## src/rtl/alu_arbiter_ctrl.sv

```systemverilog
// Round-robin front end that shares one combinational ALU between two requesters.
// Define ALU_FLAGS_REG_EN to build the architectural NZCV flags register.
module alu_arbiter_ctrl #(
    parameter int unsigned MUL_LAT = 2,    // legal 1..15
    parameter bit          RR_INIT = 1'b0
) (
    input  logic        clk,
    input  logic        rst,
    input  logic        req0_valid,
    output logic        req0_ready,
    input  logic [32:0] req0_ctrl,
    input  logic [31:0] req0_a,
    input  logic [31:0] req0_b,
    input  logic        req1_valid,
    output logic        req1_ready,
    input  logic [32:0] req1_ctrl,
    input  logic [31:0] req1_a,
    input  logic [31:0] req1_b,
    output logic        rsp_valid,
    input  logic        rsp_ready,
    output logic        rsp_id,
    output logic [31:0] rsp_data,
    output logic        rsp_cond_met,
    output logic [3:0]  flags,
    output logic [31:0] alu_in1,
    output logic [31:0] alu_in2,
    output logic [3:0]  alu_opcode,
    output logic [3:0]  alu_cond,
    output logic        alu_s,
    output logic [2:0]  alu_sr_cont,
    output logic [4:0]  alu_sr_bit,
    output logic [15:0] alu_imm,
    input  logic [31:0] alu_out,
    input  logic [3:0]  alu_flags,
    input  logic        alu_cond_met
);

    localparam logic [3:0] OP_MUL  = 4'b0010;
    localparam logic [3:0] OP_CMP  = 4'b1011;
    localparam logic [3:0] MUL_CNT = 4'(MUL_LAT - 1);

    typedef struct packed {
        logic [3:0]  opcode;
        logic [3:0]  cond;
        logic        s;
        logic [2:0]  sr_cont;
        logic [4:0]  sr_bit;
        logic [15:0] imm;
    } ctrl_t;

    typedef struct packed {
        logic        id;
        ctrl_t       ctrl;
        logic [31:0] a;
        logic [31:0] b;
    } op_t;

    typedef enum logic [1:0] {IDLE, EXEC, RESP} state_t;

    state_t     state_q, state_d;
    op_t        op_q, win_op;
    logic       prio_q;
    logic [3:0] cnt_q;
    logic [1:0] grant;
    logic       accept, capture;

    // prio_q names the slot that wins a tie; it always points away from the last winner.
    always_comb begin
        grant = {req1_valid, req0_valid};
        if (req0_valid && req1_valid)
            grant = prio_q ? 2'b10 : 2'b01;
    end

    always_comb begin
        if (grant[1])
            win_op = {1'b1, ctrl_t'(req1_ctrl), req1_a, req1_b};
        else
            win_op = {1'b0, ctrl_t'(req0_ctrl), req0_a, req0_b};
    end

    always_comb begin
        state_d = state_q;
        accept  = 1'b0;
        capture = 1'b0;
        case (state_q)
            IDLE: begin
                if (|grant) begin
                    accept  = 1'b1;
                    state_d = EXEC;
                end
            end
            EXEC: begin
                if (cnt_q == 4'd0) begin
                    capture = 1'b1;
                    state_d = RESP;
                end
            end
            RESP: begin
                if (rsp_ready)
                    state_d = IDLE;
            end
            default: state_d = IDLE;
        endcase
    end

    // Readies are gated by rst so every output reads 0 while reset is held.
    always_comb begin
        req0_ready = (state_q == IDLE) && grant[0] && !rst;
        req1_ready = (state_q == IDLE) && grant[1] && !rst;
    end

    always_ff @(posedge clk or posedge rst) begin
        if (rst) begin
            state_q      <= IDLE;
            op_q         <= '0;
            prio_q       <= RR_INIT;
            cnt_q        <= 4'd0;
            rsp_valid    <= 1'b0;
            rsp_id       <= 1'b0;
            rsp_data     <= 32'd0;
            rsp_cond_met <= 1'b0;
        end else begin
            state_q <= state_d;
            if (accept) begin
                op_q   <= win_op;
                prio_q <= ~win_op.id;
                cnt_q  <= (win_op.ctrl.opcode == OP_MUL) ? MUL_CNT : 4'd0;
            end else if (state_q == EXEC && cnt_q != 4'd0) begin
                cnt_q <= cnt_q - 4'd1;
            end
            if (capture) begin
                rsp_valid    <= 1'b1;
                rsp_id       <= op_q.id;
                rsp_data     <= alu_out;
                rsp_cond_met <= alu_cond_met;
            end else if (state_q == RESP && rsp_ready) begin
                rsp_valid <= 1'b0;
            end
        end
    end

    assign alu_in1     = op_q.a;
    assign alu_in2     = op_q.b;
    assign alu_opcode  = op_q.ctrl.opcode;
    assign alu_cond    = op_q.ctrl.cond;
    assign alu_s       = op_q.ctrl.s;
    assign alu_sr_cont = op_q.ctrl.sr_cont;
    assign alu_sr_bit  = op_q.ctrl.sr_bit;
    assign alu_imm     = op_q.ctrl.imm;

`ifdef ALU_FLAGS_REG_EN
    logic [3:0] flags_q;

    // Only compares and flag-setting ops whose condition passed commit NZCV.
    always_ff @(posedge clk or posedge rst) begin
        if (rst)
            flags_q <= 4'b0000;
        else if (capture && alu_cond_met && (op_q.ctrl.opcode == OP_CMP || op_q.ctrl.s))
            flags_q <= alu_flags;
    end

    assign flags = flags_q;
`else
    logic unused_alu_flags;

    assign unused_alu_flags = ^alu_flags;
    assign flags            = 4'b0000;
`endif

endmodule
```

## config.mk

```make
export PLATFORM = sky130hd
export DESIGN_NAME = alu_arbiter_ctrl
export DESIGN_NICKNAME = d
export VERILOG_FILES = /design/src/rtl/alu_arbiter_ctrl.sv
export SDC_FILE = /design/constraint.sdc
export NUM_CORES = 1
export LEC_CHECK = 0
export CORE_AREA = 2 2 144 146
export DETAILED_ROUTE_END_ITERATION = 8
export DIE_AREA = 0 0 146 148
export GPL_TIMING_DRIVEN = 0
export PLACE_DENSITY = 0.82
export SLEW_MARGIN = 20
export SYNTH_ARGS = -nofsm -noshare
export SYNTH_HDL_FRONTEND = slang
export SYNTH_SLANG_ARGS = --single-unit
```

## constraint.sdc

```tcl
create_clock -name clk -period 4.9 [get_ports clk]
set_clock_uncertainty 0.15 [all_clocks]
set_input_delay 0.49 -clock clk [delete_from_list [all_inputs] [get_ports clk]]
set_output_delay 0.49 -clock clk [all_outputs]
set_load 0.05 [all_outputs]
```

==> metrics.yaml <==
worst_slew_pin_slew_ns: 0.661
grt_overflow_total: 0
grt_pass1_wl_um: 34400
synth_flop_cell: "dfrtp_1"
syn-instance-count: 643
period_minus_slack_ns: 3.45
tns_ns: 0
synth_cell_types: 33
fin_ws_ns: 1.45
fin_cells: 1316
timing.final.crit_share_pct: 70.5
dp_hpwl_um: 17600
core-area_um2: 20000
placedCellCount: 1282
outcome: "finished, final reports clean"
initial_utilization_pct: 34.0
dp_slack_ns: 1.40
finalSetupViolations: 0
drt_iter0_drc: 187
n_fill_cell: 1746
die_area_um2: 21600
clk_latency_ns: 0.42
seqCellArea_um2: 3500
fin_util_pct: 57.1
cts_sinks: 140
drv_slew: 0
cts_buffer_depth: 2
cts_hold_buf: 0
power_density_nw_per_um2: 757
synthesis.area_um2: 6820
numCtsBuffers: 17
crit_path_start: "req0_valid"
fp.dieW_um: 146
fmax_mhz: 290
vias: 5988
rsz0062_at_grt: "false"
drt_wl_total_um: 22500
ant_nets: 0
ioPinCount: 374
synth_edf_count: 0
cap_violations: 0
final-hold-violation-count: 0
p_leak_nw: 5.13
postCtsSetupBuffers: 0
yosysSeqAreaShare_pct: 51.4
rows: 52
stdcell_area_um2: 11500
htree_num_levels: 4
cp.required_ns: 4.26
hp-class: "register to register"
port_buffers: 365
max_slew_margin_pct: 55.8
drive_gt1_share_pct: 21.2
drc: 0
endpoint_kind: "primary output"
synth-seq-cells: 140
wl_per_cell_um: 17.1
syn_avg_cell_area_um2: 10.6
synth-async-reset-ratio_pct: 100
cts_resized: 0
nets: 1269
place_area_um2: 10900
clockRootBuffer: "clkbuf_16"
arrival_ns: 2.81
gp_congestion: 0.795
grt_pass1_vias: 6330
hp-start: "alu_opcode[1]$_DFFE_PP0N_"
grt.total_usage_pct: 20.7
ir_drop_mv: 0.349
regToRegStartpoint: "state_q[1]$_DFFE_PP0P_"
p_total_mw: 8.67
path_max_fanout: 10
cts_tree: "yes"
areaGrowthSynthToFinish_pct: 68.0
die_h_um: 148
ys_warn_count: 0
critPathKind: "primary input to primary output"
dr.pass1.iters: 5
hold-worst-slack_ns: 0.333
antenna_found_initial: 3
clk_pin_slew_ns: 0.06
grt_max_degree: 100
cp-start-kind: "primary input"
vias_per_cell: 4.55
multiInputGateArea_um2: 2050
-- worst paths after layout --
path | end | slack (ns) | cells past startpoint
worst max-delay path | req1_ready | 1.45 | 6
worst min-delay path | alu_opcode[1]$_DFFE_PP0N_ | 0.33 | 2
worst max register to register | alu_sr_cont[1]$_DFFE_PP0N_ | 2.91 | 5
worst min register to register | alu_opcode[1]$_DFFE_PP0N_ | 0.33 | 2
max in group asynchronous | alu_in1[24]$_DFFE_PP0N_ | 3.39 | 3
min in group asynchronous | alu_cond[1]$_DFFE_PP0N_ | 0.38 | 2
-- sequential cells by signal, indices dropped and copies added (netlist names) --
signal and count:
alu_in1 32, alu_in2 32, rsp_data 32, alu_imm 16
alu_sr_bit 5, alu_cond 4, alu_opcode 4, cnt_q 4
alu_sr_cont 3, state_q 2, alu_s 1, op_q 1
prio_q 1, rsp_cond_met 1, rsp_id 1, rsp_valid 1
-- area by class of cell --
class / instances / share of cell area [%]
diodes: 2 / 0.0437
flip-flops and latches: 140 / 30.6
plain buffers: 135 / 8.40
well taps: 270 / 2.95
clock inverters: 12 / 1.09
clock buffers: 20 / 4.08
repair buffers: 366 / 32.1
multi-input cells: 288 / 17.9
inverters: 83 / 2.79
-- cell usage in the layout, fill, tap and decap left out, types with 4 or more instances in the layout --
cell type,synthesis,layout
conb_1,1,4
a22oi_1,58,58
o21ai_0,64,64
clkbuf_1,11,11
o21ai_1,20,20
inv_1,83,82
nand2_1,11,11
buf_2,16,16
clkdlybuf4s50_1,0,365
inv_6,0,6
o22ai_1,15,15
mux2_4,7,7
nor2_1,33,33
mux2_2,27,27
mux2i_1,8,8
a22oi_2,20,20
buf_4,100,100
dfrtp_1,140,140
clkbuf_16,0,17
buf_6,8,8
-- report_power, final --
group,switching (mW),leakage (nW),internal (mW)
sequential,0.335,1.69,1.74
clock,0.542,0.283,0.754
combinational,3.13,3.17,2.17
-- cell families (layout without fill, tap and decap cells) --
kind of cell | after synthesis | count (layout) | share of synthesized area (%)
XOR/XNOR | 1 | 1 | 0.128
other | 1 | 6 | 0.0550
AO/OA/AOI/OAI | 183 | 183 | 18.4
adder cells (fa/ha/maj) | 2 | 2 | 0.367
multiplexers | 42 | 42 | 7.18
buffers and inverters | 218 | 616 | 18.7
flip-flops | 140 | 140 | 51.4
AND/OR/NAND/NOR | 56 | 56 | 3.84
-- critical path, stage by stage --
cell             delay, ns
clkdlybuf4s50_1       0.55
inv_1                 0.10
o211ai_2              0.33
clkbuf_1              0.49
nor2_1                0.10
clkdlybuf4s50_1       0.75
-- Yosys cell counts (11+ instances only) --
cell type | n | share of area (%)
o21ai_1 | 20 | 1.5
o21ai_0 | 64 | 4.7
a22oi_2 | 20 | 3.7
buf_4 | 100 | 11
mux2_2 | 27 | 4.5
buf_2 | 16 | 1.2
inv_1 | 83 | 4.6
nand2_1 | 11 | 0.61
nor2_1 | 33 | 1.8
a22oi_1 | 58 | 6.4
dfrtp_1 | 140 | 51
o22ai_1 | 15 | 1.4
clkbuf_1 | 11 | 0.61
-- per-layer routing --
metal  part of all wire, %  GRT usage [%]  up-vias
li1                      -              -     2861
met1                    38           23.0     2809
met5                 0.058              0        -
met2                    52           37.3      284
met4                   2.2           6.02        2
met3                   8.4           7.28       32
Note: power is estimated with default switching activity, not from simulation.
==> RTL change 1: new RTL, same flow settings <==
Encoding of `state_t`: now one-hot (3 bits for 3 states).
--- a/src/rtl/alu_arbiter_ctrl.sv
+++ b/src/rtl/alu_arbiter_ctrl.sv
@@ -55,7 +55,7 @@
         logic [31:0] b;
     } op_t;
 
-    typedef enum logic [1:0] {IDLE, EXEC, RESP} state_t;
+    typedef enum logic [2:0] {IDLE = 3'b001, EXEC = 3'b010, RESP = 3'b100} state_t;
 
     state_t     state_q, state_d;
     op_t        op_q, win_op;
Formal check against the unedited RTL: no difference found for any inputs over 4 cycles, from zero or initial values and one cycle with rst high; so few cycles prove little.
==> RTL change 1 against the unedited design <==
  * Routed wire length decreased by 1.4%
  * Total power increased by 1.9%
  * Sequential cell count increased by 1
  * First-iteration DRC count increased by 30%
  * Area after synthesis increased by 2.6%
  * Cell area increased by 1.6%
  * Combinational power increased by 2%
  * Setup slack improved by 0.0010 ns
  * Largest cell class unchanged
  * Largest power group unchanged
==> RTL change 1: results (changes against the unedited design) <==
* Status: finished clean
* Tmin final at 3.452 ns (-0.001020 ns)
* Hold Path Origin: alu_in2[4]
* Register area share after synthesis at 0.5047 (-0.009205)
* DR pass1 iterations at 7 (+2)
* Clock transition at path regs at 0.06 ns (about the same)
* Iteration-0 DRC Markers at 243 (+30%)
* Cell count of the worst reg-to-reg path at 4 (-1)
* GR Util All Layers at 0.2050 (-0.001512)
* GP Congestion at 0.8081 (+1.6%)
* WHS at 0.3321 ns (-0.001244 ns)
* Synth area leaders: dfrtp_1 (50%), a221o_1 (11%), buf_4 (11%), and2_1 (7.1%), mux2_2 (3.4%)
* Share of cells above drive strength 1 at 0.2129 (+0.001211)
* Total Wirelength at 22.17 mm (-1.4%)
* R2R setup slack at 2.80 ns (-0.11 ns)
* Placed instance area at 0.01103 sq mm (+1.6%)
* Clock Tree Buf Depth at 2 (unchanged)
* Post-CTS Setup Bufs at 0 (unchanged)
* Largest net degree at the start of global routing at 78 (-22%)
* CP max FO at 77 (+67)
* Initial antenna violation count at 0 (-3)
* Number of port buffers at 365 (unchanged)
* Crit path DAT at 2.81 ns (about the same)
* Hpwl dp at 17.03 mm (-3.3%)
* Worst setup path start: rst
* Global-route wire length before repair at 34.51 mm (+0.44%)
* Synth async-reset ratio at 1.000 (unchanged)
* Number of fill cells at 1715 (-1.8%)
* CP max stage delay at 0.81 ns (+0.06 ns)
* Reg2reg start: state_q[0]
* Hold endpoint: alu_in2[4]
* Max IR drop VDD at 0.0003781 V (+8.4%)
* Post_cts resized at 0 (unchanged)
* Crit-path slowest cell: clkdlybuf4s50_1
* Cell family with most CP delay: buffers and inverters
* Antenna Cells at 0 (-2)
* NumNets Final at 1202 (-5.3%)
* R2r endpoint: alu_cond[0]
* Distinct cells, synth at 38 (+15%)
* Leakage at 5.172 nW (+0.73%)
* Final hold violations at 0 (unchanged)
* Top post-synthesis cells by count: dfrtp_1 (140), buf_4 (101), and2_1 (79), a221o_1 (78), nand2_1 (24)
* Ys flop type: dfrtp_1
* Via count at 5845 (-2.4%)
* Worst-Skew Late Latency at 0.41 ns
* Slew margin rel. at 0.4705 (-0.08747)
* Via count of the first global-routing pass at 6192 (-2.2%)
## RTL change 1: cell count changes after synthesis, sizes merged, moves of 7 or more
cell    delta
and2      +80
a221o     +78
a22oi     -78
inv       -77
o21ai     -65
nor2      -28
o22ai     -15
mux2i     +14
nand2     +12
buf        +8
clkbuf     -7
## RTL change 1: cells by family (layout without fill, tap and decap cells)
kind of cell | count (synthesis) | count (layout) | share of synthesized area
flops | 141 | 141 | 0.5047
mux | 56 | 56 | 0.09320
xor+xnor | 2 | 2 | 0.002505
buf+inv | 142 | 540 | 0.1538
compound gates | 104 | 104 | 0.1327
fa+ha+maj | 2 | 2 | 0.003577
other cells | 1 | 4 | 0.0005362
simple gates | 128 | 128 | 0.1090
## RTL change 1: power breakdown
| part | total (mW) | internal, mW | switching [mW] |
|---|---|---|---|
| Clock | 1.33 | 0.788 | 0.538 |
| Sequential | 2.08 | 1.75 | 0.334 |
| Combinational | 5.42 | 2.33 | 3.09 |
| Total | 8.83 | 4.86 | 3.96 |
## RTL change 1: routing by layer
metal / track usage / vias to the layer above / wire (microns)
li1: - / 2742 / -
met1: 0.2474 / 2856 / 8913
met2: 0.3632 / 221 / 11430
met3: 0.04938 / 26 / 1429
met4: 0.06359 / 0 / 400
met5: 0 / - / 0
## RTL change 1: cell type report
type	instances	area [sq um]	share of cell area
clock inverter	13	153.9	0.01322
buffer	136	1054	0.09052
timing repair buffer	366	3681	0.3163
tap	270	337.8	0.02903
inverter	6	30.03	0.002580
sequential	141	3530	0.3033
multi-input combinational	296	2400	0.2062
clock buffer	19	452.9	0.03892
## RTL change 1: through the flow
stage	power (mW)	instances
finish	8.828	1247
global route	9.261	1247
CTS	8.927	1247
detailed placement	7.559	1215
global placement	7.449	1214
floorplan	5.837	579
==> RTL change 2: new RTL, same settings <==
Without the edit above. Build with the macro `ALU_FLAGS_REG_EN` defined.
--- a/src/rtl/alu_arbiter_ctrl.sv
+++ b/src/rtl/alu_arbiter_ctrl.sv
@@ -1,5 +1,7 @@
 // Round-robin front end that shares one combinational ALU between two requesters.
 // Define ALU_FLAGS_REG_EN to build the architectural NZCV flags register.
+`define ALU_FLAGS_REG_EN
+
 module alu_arbiter_ctrl #(
     parameter int unsigned MUL_LAT = 2,    // legal 1..15
     parameter bit          RR_INIT = 1'b0
Formal check against the unedited RTL: not equivalent (Yosys sat finds a counterexample within 4 cycles, from zero or initial values and one cycle with rst high).
==> RTL change 2 against the unedited design <==
  * Sequential share of layout area grew 0.46 points
  * Cell area up 1.3%
  * Total power is 1.6% higher
  * Area after synthesis grew 0.90%
  * Sequential cell count up 4
  * Setup slack got worse by 0.33 ns
  * Routed wire length fell by 1.4%
  * Largest cell class unchanged
==> RTL change 2: results (changes against the unedited design) <==
* Status: finished clean
* Final instance area at 0.01161 sq mm (+1.3%)
* Multi-input gate area at 0.002344 sq mm (+14%)
* Clock Tree Root: clkbuf_16
* Global-route wire length before repair at 34.26 mm (-0.30%)
* Via count of the first global-routing pass at 6096 (-3.7%)
* Syn_nets at between 800 and 900
* Clk_buf instances at 20 (unchanged)
* Sequential share of cell area at 0.3105 (+0.004568)
* Worst hold path cell count at 1 (-1)
* Antenna Cells at 0 (-2)
* Leakage at 5.058 nW (-1.5%)
* Via count at 5856 (-2.2%)
* Placed instance area at 0.01099 sq mm (+1.2%)
* Layout sequential cell count at 144 (+2.9%)
* Clock-cell share of area at 0.05347 (+0.001794)
* Plain + repair buffers at 504 (+0.60%)
* Synth warn at 0 (unchanged)
* Multi-input logic cell count at 284 (-1.4%)
* NonClk Buf Share at 0.4028 (-0.002681)
* Largest net degree at the start of global routing at 86 (-14%)
* Pre-CTS WS at 1.068 ns (-0.3321 ns)
* Hold/Removal Path Class: flip-flop to flip-flop
* Crit-path slowest cell: clkdlybuf4s50_1
* Iteration-0 DRC Markers at 223 (+19%)
* DR pass1 iterations at 4 (-1)
* DRC at 0 (unchanged)
* Clock transition at path regs at 0.06 ns (about the same)
* Synth area leaders: dfrtp_1 (52%), a221o_1 (12%), buf_4 (11%), and2_1 (7.7%), mux2_2 (6.2%)
* Number of fill cells at 1673 (-4.2%)
* GR Util All Layers at 0.2042 (-0.002293)
* CP max FO at 10 (unchanged)
* Post_cts resized at 0 (unchanged)
* Core area at 0.02004 sq mm (unchanged)
* Nonclk inv count at 5 (-94%)
* Slew margin rel. at 0.6027 (+0.04479)
* Cells after Synth at 563 (-12%)
* Share of cells above drive strength 1 at 0.2012 (-0.01045)
* Register area share after synthesis at 0.5238 (+0.009971)
* Cts bufs inserted at 17 (unchanged)
* GP Congestion at 0.8434 (+6.0%)
* CTS H-tree depth at 4 (unchanged)
* Initial antenna violation count at 0 (-3)
* Clock Tree Buf Depth at 2 (unchanged)
* Distinct cells, synth at 37 (+12%)
* Cell count of the worst reg-to-reg path at 5 (unchanged)
* Worst-Skew Late Latency at 0.42 ns (about the same)
* Finished Layout Cells at 1239 (-5.9%)
* Internal at 4.878 mW (+4.6%)
* Cell family with most CP delay: buffers and inverters
* Max IR drop VDD at 0.0004679 V (+34%)
* Post-CTS Setup Bufs at 0 (unchanged)
* CP max stage delay at 0.80 ns (+0.05 ns)
* Top post-synthesis cells by count: dfrtp_1 (144), buf_4 (99), and2_1 (85), a221o_1 (84), mux2_2 (38)
* Total Wirelength at 22.18 mm (-1.4%)
* Number of port buffers at 373 (+2.2%)
* Hpwl dp at 17.12 mm (-2.7%)
==> RTL change 2: cell count changes in the layout (fill, tap and decap cells not counted), moves of 29 or more <==
cell     delta
and2_1     +85
a221o_1    +84
inv_1      -79
a22oi_1    -58
o21ai_0    -49
nor2_1     -29
==> RTL change 2: power by group through the flow <==
stage | sequential (mW) | clock (mW) | combinational, mW
floorplan | 2.64 | 0 | 3.11
global placement | 2.12 | 0 | 5.25
detailed placement | 2.15 | 0 | 5.32
CTS | 2.13 | 1.41 | 5.34
global route | 2.21 | 1.45 | 5.55
finish | 2.13 | 1.38 | 5.29
==> RTL change 2: routing by layer <==
metal  global-route usage  wire (microns)
met1               0.2413            8669
met2               0.3568           11380
met3              0.05401            1526
met4              0.07913             608
met5                    0               0
==> RTL change 2: cells by family (layout without fill, tap and decap cells) <==
group / count (synthesis) / after routing / share of synthesized area
AO/OA/AOI/OAI: 106 / 106 / 0.1450
XOR/XNOR: 2 / 2 / 0.002547
adder cells (fa/ha/maj): 2 / 2 / 0.003637
buffers and inverters: 135 / 541 / 0.1355
flip-flops: 144 / 144 / 0.5238
multiplexers: 54 / 54 / 0.08549
AND/OR/NAND/NOR: 120 / 120 / 0.1040
==> RTL change 2: path summary, 6_finish.rpt <==
| path | start | endpoint | slack (ns) |
|---|---|---|---|
| max in group asynchronous | rst | alu_in1[31] | 3.45 |
| worst min-delay path | op_q[97] | op_q[97] | 0.33 |
| worst max-delay path | req1_valid | req0_ready | 1.11 |
| worst min register to register | op_q[97] | op_q[97] | 0.33 |
| min in group asynchronous | rst | rsp_data[25] | 0.39 |
| worst max register to register | state_q[0] | alu_in1[17] | 2.81 |
